--- src/rtl/lsu_pkg.sv ---
// Shared types and RISC-V funct3 encodings for the load/store unit.
package lsu_pkg;

    typedef enum logic [1:0] {
        IDLE = 2'd0,
        BUSY = 2'd1,
        DONE = 2'd2
    } lsu_state_t;

    localparam logic [2:0] LB  = 3'b000;
    localparam logic [2:0] LH  = 3'b001;
    localparam logic [2:0] LW  = 3'b010;
    localparam logic [2:0] LD  = 3'b011;
    localparam logic [2:0] LBU = 3'b100;
    localparam logic [2:0] LHU = 3'b101;
    localparam logic [2:0] LWU = 3'b110;
    localparam logic [2:0] SB  = 3'b000;
    localparam logic [2:0] SH  = 3'b001;
    localparam logic [2:0] SW  = 3'b010;
    localparam logic [2:0] SD  = 3'b011;

    function automatic logic [3:0] size_bytes(input logic [1:0] size);
        return 4'd1 << size;
    endfunction

endpackage

--- src/rtl/lsu_load_align.sv ---
// Moves the addressed lane of a memory word down to bit 0 and applies
// sign or zero extension according to funct3.
module lsu_load_align
    import lsu_pkg::*;
#(
    parameter int XLEN = 32
) (
    input  logic [XLEN-1:0] data,
    input  logic [2:0]      offset,
    input  logic [2:0]      funct3,
    output logic [XLEN-1:0] result
);

    logic [XLEN-1:0]    shifted;
    logic signed [7:0]  byte_s;
    logic signed [15:0] half_s;
    logic signed [31:0] word_s;

    always_comb begin
        shifted = data >> {offset, 3'b000};
        byte_s  = shifted[7:0];
        half_s  = shifted[15:0];
        word_s  = shifted[31:0];
        case (funct3)
            LB:      result = XLEN'(byte_s);
            LH:      result = XLEN'(half_s);
            LW:      result = XLEN'(word_s);
            LBU:     result = XLEN'(shifted[7:0]);
            LHU:     result = XLEN'(shifted[15:0]);
            LWU:     result = XLEN'(shifted[31:0]);
            default: result = shifted;
        endcase
    end

endmodule

--- src/rtl/lsu_handshake.sv ---
// Load/store unit: checks and launches one data-memory access at a time,
// stalls the pipeline until memory answers or times out, returns load data.
module lsu_handshake
    import lsu_pkg::*;
#(
    parameter int XLEN     = 32,
    parameter int MAX_WAIT = 15
) (
    input  logic              clk,
    input  logic              rst,
    input  logic              req_valid,
    input  logic              req_load,
    input  logic              req_store,
    input  logic [2:0]        req_funct3,
    input  logic [XLEN-1:0]   req_addr,
    input  logic [XLEN-1:0]   req_wdata,
    input  logic [4:0]        req_rd,
    output logic              stall,
    output logic              rsp_valid,
    output logic [XLEN-1:0]   rsp_rdata,
    output logic [4:0]        rsp_rd,
    output logic              access_err,
    output logic              timeout_err,
    output logic              mem_request,
    output logic              mem_we_re,
    output logic [XLEN-1:0]   mem_addr,
    output logic [XLEN/8-1:0] mem_mask,
    output logic [XLEN-1:0]   mem_wdata,
    input  logic              mem_valid,
    input  logic [XLEN-1:0]   mem_rdata
);

    localparam int NB    = XLEN / 8;
    localparam int OFF_W = $clog2(NB);

    lsu_state_t      state, state_nxt;
    logic [7:0]      wait_cnt;
    logic [2:0]      funct3_q;
    logic [2:0]      offset_q;
    logic [4:0]      rd_q;
    logic            req_mem;
    logic            is_legal;
    logic            accept;
    logic            busy_timeout;
    logic            busy_hit;
    logic [2:0]      req_off;
    logic [NB-1:0]   mask_c;
    logic [XLEN-1:0] load_data;

    function automatic logic legal_req(input logic ld, input logic st,
                                       input logic [2:0] f3, input logic [2:0] addr_lo);
        logic       f3_ok;
        logic [2:0] align_m;
        if (ld)
            f3_ok = (f3 != 3'b111) && ((XLEN == 64) || ((f3 != LD) && (f3 != LWU)));
        else
            f3_ok = !f3[2] && ((XLEN == 64) || (f3 != SD));
        align_m = 3'(size_bytes(f3[1:0]) - 4'd1);
        return !(ld && st) && f3_ok && ((addr_lo & align_m) == 3'b000);
    endfunction

    assign req_mem      = req_valid && (req_load || req_store);
    assign is_legal     = legal_req(req_load, req_store, req_funct3, req_addr[2:0]);
    assign accept       = (state == IDLE) && req_mem && is_legal;
    assign req_off      = 3'(req_addr[OFF_W-1:0]);
    assign mask_c       = NB'(((16'd1 << size_bytes(req_funct3[1:0])) - 16'd1) << req_off);
    // The timeout cycle wins over a late mem_valid; the request is already down by then.
    assign busy_timeout = (state == BUSY) && (wait_cnt == 8'(MAX_WAIT));
    assign busy_hit     = (state == BUSY) && mem_valid && !busy_timeout;
    assign stall        = accept || (state == BUSY);

    always_ff @(posedge clk or posedge rst) begin
        if (rst)
            state <= IDLE;
        else
            state <= state_nxt;
    end

    always_comb begin
        state_nxt = state;
        case (state)
            IDLE:    if (accept) state_nxt = BUSY;
            BUSY:    if (busy_timeout || busy_hit) state_nxt = DONE;
            DONE:    state_nxt = IDLE;
            default: state_nxt = IDLE;
        endcase
    end

    lsu_load_align #(.XLEN(XLEN)) u_load_align (
        .data   (mem_rdata),
        .offset (offset_q),
        .funct3 (funct3_q),
        .result (load_data)
    );

    // Registered outputs and wait counter
    always_ff @(posedge clk or posedge rst) begin
        if (rst) begin
            wait_cnt    <= '0;
            access_err  <= 1'b0;
            rsp_valid   <= 1'b0;
            timeout_err <= 1'b0;
            rsp_rd      <= '0;
            rsp_rdata   <= '0;
            mem_request <= 1'b0;
            mem_we_re   <= 1'b0;
            mem_addr    <= '0;
            mem_mask    <= '0;
            mem_wdata   <= '0;
        end else begin
            access_err  <= (state == IDLE) && req_mem && !is_legal;
            rsp_valid   <= busy_timeout || busy_hit;
            timeout_err <= busy_timeout;
            rsp_rd      <= (busy_timeout || busy_hit) ? rd_q : '0;
            rsp_rdata   <= (busy_hit && !mem_we_re) ? load_data : '0;
            if (accept) begin
                wait_cnt    <= '0;
                mem_request <= 1'b1;
                mem_we_re   <= req_store;
                mem_addr    <= {req_addr[XLEN-1:OFF_W], {OFF_W{1'b0}}};
                mem_mask    <= mask_c;
                mem_wdata   <= req_wdata << {req_off, 3'b000};
            end else if (state == BUSY) begin
                wait_cnt <= wait_cnt + 8'd1;
                if (busy_hit || ((9'(wait_cnt) + 9'd1) == 9'(MAX_WAIT)))
                    mem_request <= 1'b0;
            end else begin
                wait_cnt <= '0;
            end
        end
    end

    // Access context kept for the response
    always_ff @(posedge clk) begin
        if (accept) begin
            funct3_q <= req_funct3;
            offset_q <= req_off;
            rd_q     <= req_rd;
        end
    end

endmodule

--- config.mk ---
export PLATFORM = sky130hd
export DESIGN_NAME = lsu_handshake
export DESIGN_NICKNAME = d
export VERILOG_FILES = /design/src/rtl/lsu_pkg.sv /design/src/rtl/lsu_load_align.sv /design/src/rtl/lsu_handshake.sv
export SDC_FILE = /design/constraint.sdc
export NUM_CORES = 1
export LEC_CHECK = 0
export ABC_CLOCK_PERIOD_IN_PS = 3800
export CAP_MARGIN = 30
export CELL_PAD_IN_SITES_DETAIL_PLACEMENT = 1
export CELL_PAD_IN_SITES_GLOBAL_PLACEMENT = 1
export CORE_ASPECT_RATIO = 0.8
export CORE_UTILIZATION = 31
export DETAILED_ROUTE_END_ITERATION = 10
export GPL_ROUTABILITY_DRIVEN = 0
export PLACE_DENSITY_LB_ADDON = 0.1
export SKIP_LAST_GASP = 1
export SYNTH_ARGS = -nofsm -noshare
export SYNTH_HDL_FRONTEND = slang
export SYNTH_HIERARCHICAL = 1
export SYNTH_SLANG_ARGS = --single-unit
--- constraint.sdc ---
create_clock -name clk -period 3.8 [get_ports clk]
set_input_delay 0.76 -clock clk [delete_from_list [all_inputs] [get_ports clk]]
set_output_delay 0.76 -clock clk [all_outputs]
set_load 0.05 [all_outputs]
==> results.ini <==
[logic_synthesis]
yosysWarningCount=6
synth_top_family_by_area=multiplexers
synthMuxAreaShare_pct=18.50
yosysSeqAreaShare_pct=54.05
synth_compound_area_share_pct=8.960
syn_inst=508
synth-adder-area-share_pct=0.4158
synth-xor-area-share_pct=1.019
yosysTopAreaCellShare_pct=49.06
netlist_area_mm2=0.006018
syn_area_per_cell_um2=11.85
synth_top_flop_cell=dfrtp_1
synthArstFlopShare_pct=92.19
synth_cell_type_count=51
synth_area_leaders=dfrtp_1 49%, mux2_2 9.0%, mux2i_1 6.7%
synth_simple_gate_area_share_pct=12.45
synth-seq-cells=128
synth_edf_count=10
synth_area_leader_cell=dfrtp_1

[critical_path]
cp.required_ps=3040
crit_path_top_delay_cell=o31ai_1
crit_buf_inv=2
critPathLaunchType=input pin
crit_family=buffers and inverters
critPathArrivalTime_ps=2360
cp_max_fo=6
criticalPathCategory=input pin to primary output
endpoint_kind=primary output
worstPathCellList=clkdlybuf4s50_1, o31ai_1, nand3_2, nand2_1, buf_12
cpPeakStageDelay_ps=570

[placement]
io_buffers=218
place_hpwl_um=12550
dpl_cell_area_mm2=0.008454

[final_layout]
final_core_util_pct=47.77
antenna_cells=0
design_area_mm2=0.009065
final_nets=837
drive_gt1_share_pct=15.04
final_common_cell=clkdlybuf4s50_1
area_delta_synth_final_pct=50.62
final_cell_mix=217 x clkdlybuf4s50_1, 118 x dfrtp_1, 48 x mux2_2

[cts]
clkTransAtPathRegs_ps=60
cts-resized-gates=0
cts-root-buf=clkbuf_16
post_cts_buffers=0
cts_made_buffers=17
clkSinkCount=128
cts_tree=yes
clock_latency_ps=410
cts_max_path_buffers=2
cts-htree-levels=4
hold_buffers=0

[power_and_ir_drop]
sw_frac_of_total_pct=41.68
finalPower_mw=6.736
power.leakage_nw=3.841
p_seq_share_pct=29.8
peakVddDrop_v=0.0005354
power_switching_mw=2.807
comb_power_share_pct=45.1
pwr_density_cell_mw_per_mm2=743.1
internal_power_mw=3.929
clockPowerShare_pct=25.0

[route]
drc=0
ant_nets=0
wl_per_cell_um=17.52
routed_wl_um=17450
num_vias=4615
viasPerCell=4.634
dr.pass1.iters=4
drt_iter0_markers=129

[global_routing]
grt_pass1_wl_um=27900
grt_pass1_vias=5114
antenna_found_initial=0
grt_max_degree=119
grt_overflow=0
grtUsageTotal_pct=18.48

[timing]
rsz0062_at_grt=no
worst_slew_pin_slew_ps=886.1
setup_viol=0
fin_worst_skew_ps=8.555
timing.final.max_slew_violations=0
max-slew-margin-rel_pct=40.71
min_period_over_period_pct=82.10
period_needed_ps=3120
final_hold_viol_count=0
timing.fmax_mhz=320.5
setup-tns-final_ps=0

[die]
start_util_pct=31.72
core_mm2=0.01897
io-pin-count=221
die_area_mm2=0.01998
die_height_um=126.6
die_x_um=157.8
rows=45

[hold_path]
hp-class=flop to flop

[run]
maxCapViolations=0

[run_status]
status=complete, no violations

-- registers in the layout, summed over array words and instances, names as in the netlist, 2 cells and up --
name / cells
mem_mask: 4
rsp_rdata: 32
mem_addr: 30
state: 2
rsp_rd: 5
funct3_q: 3
rd_q: 5
wait_cnt: 8
mem_wdata: 32
offset_q: 2
-- logic make-up after synthesis --
logic type,after synthesis
fa+ha+maj,2
other cells,1
buf+inv,47
compound gates,81
flops,128
mux,99
simple gates,143
xor+xnor,7
-- per-layer routing --
layer / wire length (um) / global-route usage [%]
met5: 0 / 0
met4: 284 / 6.625
met2: 8032 / 28.48
met1: 7665 / 22.74
met3: 1463 / 8.268
-- final cells by class --
| class | instances | area, um^2 |
|---|---|---|
| Clock buffer | 18 | 429.2 |
| Tap cell | 258 | 322.8 |
| Multi-Input combinational cell | 336 | 2509 |
| Inverter | 14 | 57.56 |
| Clock inverter | 14 | 181.4 |
| Sequential cell | 128 | 3253 |
| Timing Repair Buffer | 228 | 2312 |
| Fill cell | 2028 | 9910 |
-- stage by stage --
stage               hold slack (ps)  worst slack [ps]  instances
detailed placement            442.6             631.1        964
CTS                           460.1             685.4        996
global route                  481.2             604.3        996
global placement              436.1             684.0        963
finish                        452.7             680.3        996
floorplan                     427.1              1408        511
-- path summary, 6_finish.rpt --
kind                              from            end  slack (ps)  depth (start not counted)
setup / recovery           req_addr[0]          stall         680                          5
hold / removal                 rd_q[1]      rsp_rd[1]         450                          1
setup reg to reg              state[0]   mem_addr[16]        1630                          5
hold reg to reg                rd_q[1]      rsp_rd[1]         450                          1
max in group asynchronous          rst  rsp_rdata[22]        2360                          3
min in group asynchronous          rst    wait_cnt[0]         860                          3
-- worst reg2reg max path, stage by stage, from the launching register on --
cell      delay (ps)
dfrtp_1          390
nor3b_1          470
nand3_2          210
clkinv_2         300
buf_4            310
mux2_2           370
-- power groups by stage --
stage,Combinational [mW],Sequential (mW),Clock (mW)
finish,3.04,2.01,1.69
global route,3.18,2.07,1.79
CTS,3.07,2.02,1.73
detailed placement,3.06,2.03,0
global placement,3.02,2.02,0
floorplan,0.601,3.33,0
-- Yosys cell counts (2+ instances only) --
cell type and n:
nor2b_1 17, inv_1 13, ha_1 2, o31ai_1 9
and2_1 38, mux2_4 10, edfxtp_1 10, nand3_1 3
a21oi_1 17, nor2_1 31, buf_1 2, a31oi_1 2
clkbuf_1 8, nand2_1 37, nor3_1 3, buf_2 10
o21a_1 2, mux2i_1 40, mux2_2 48, buf_6 4
o21ai_0 21, xnor2_1 6, buf_4 7, nand2b_1 3
dfrtp_1 118, a211oi_1 22
Note: power is estimated with default switching activity, not from simulation.
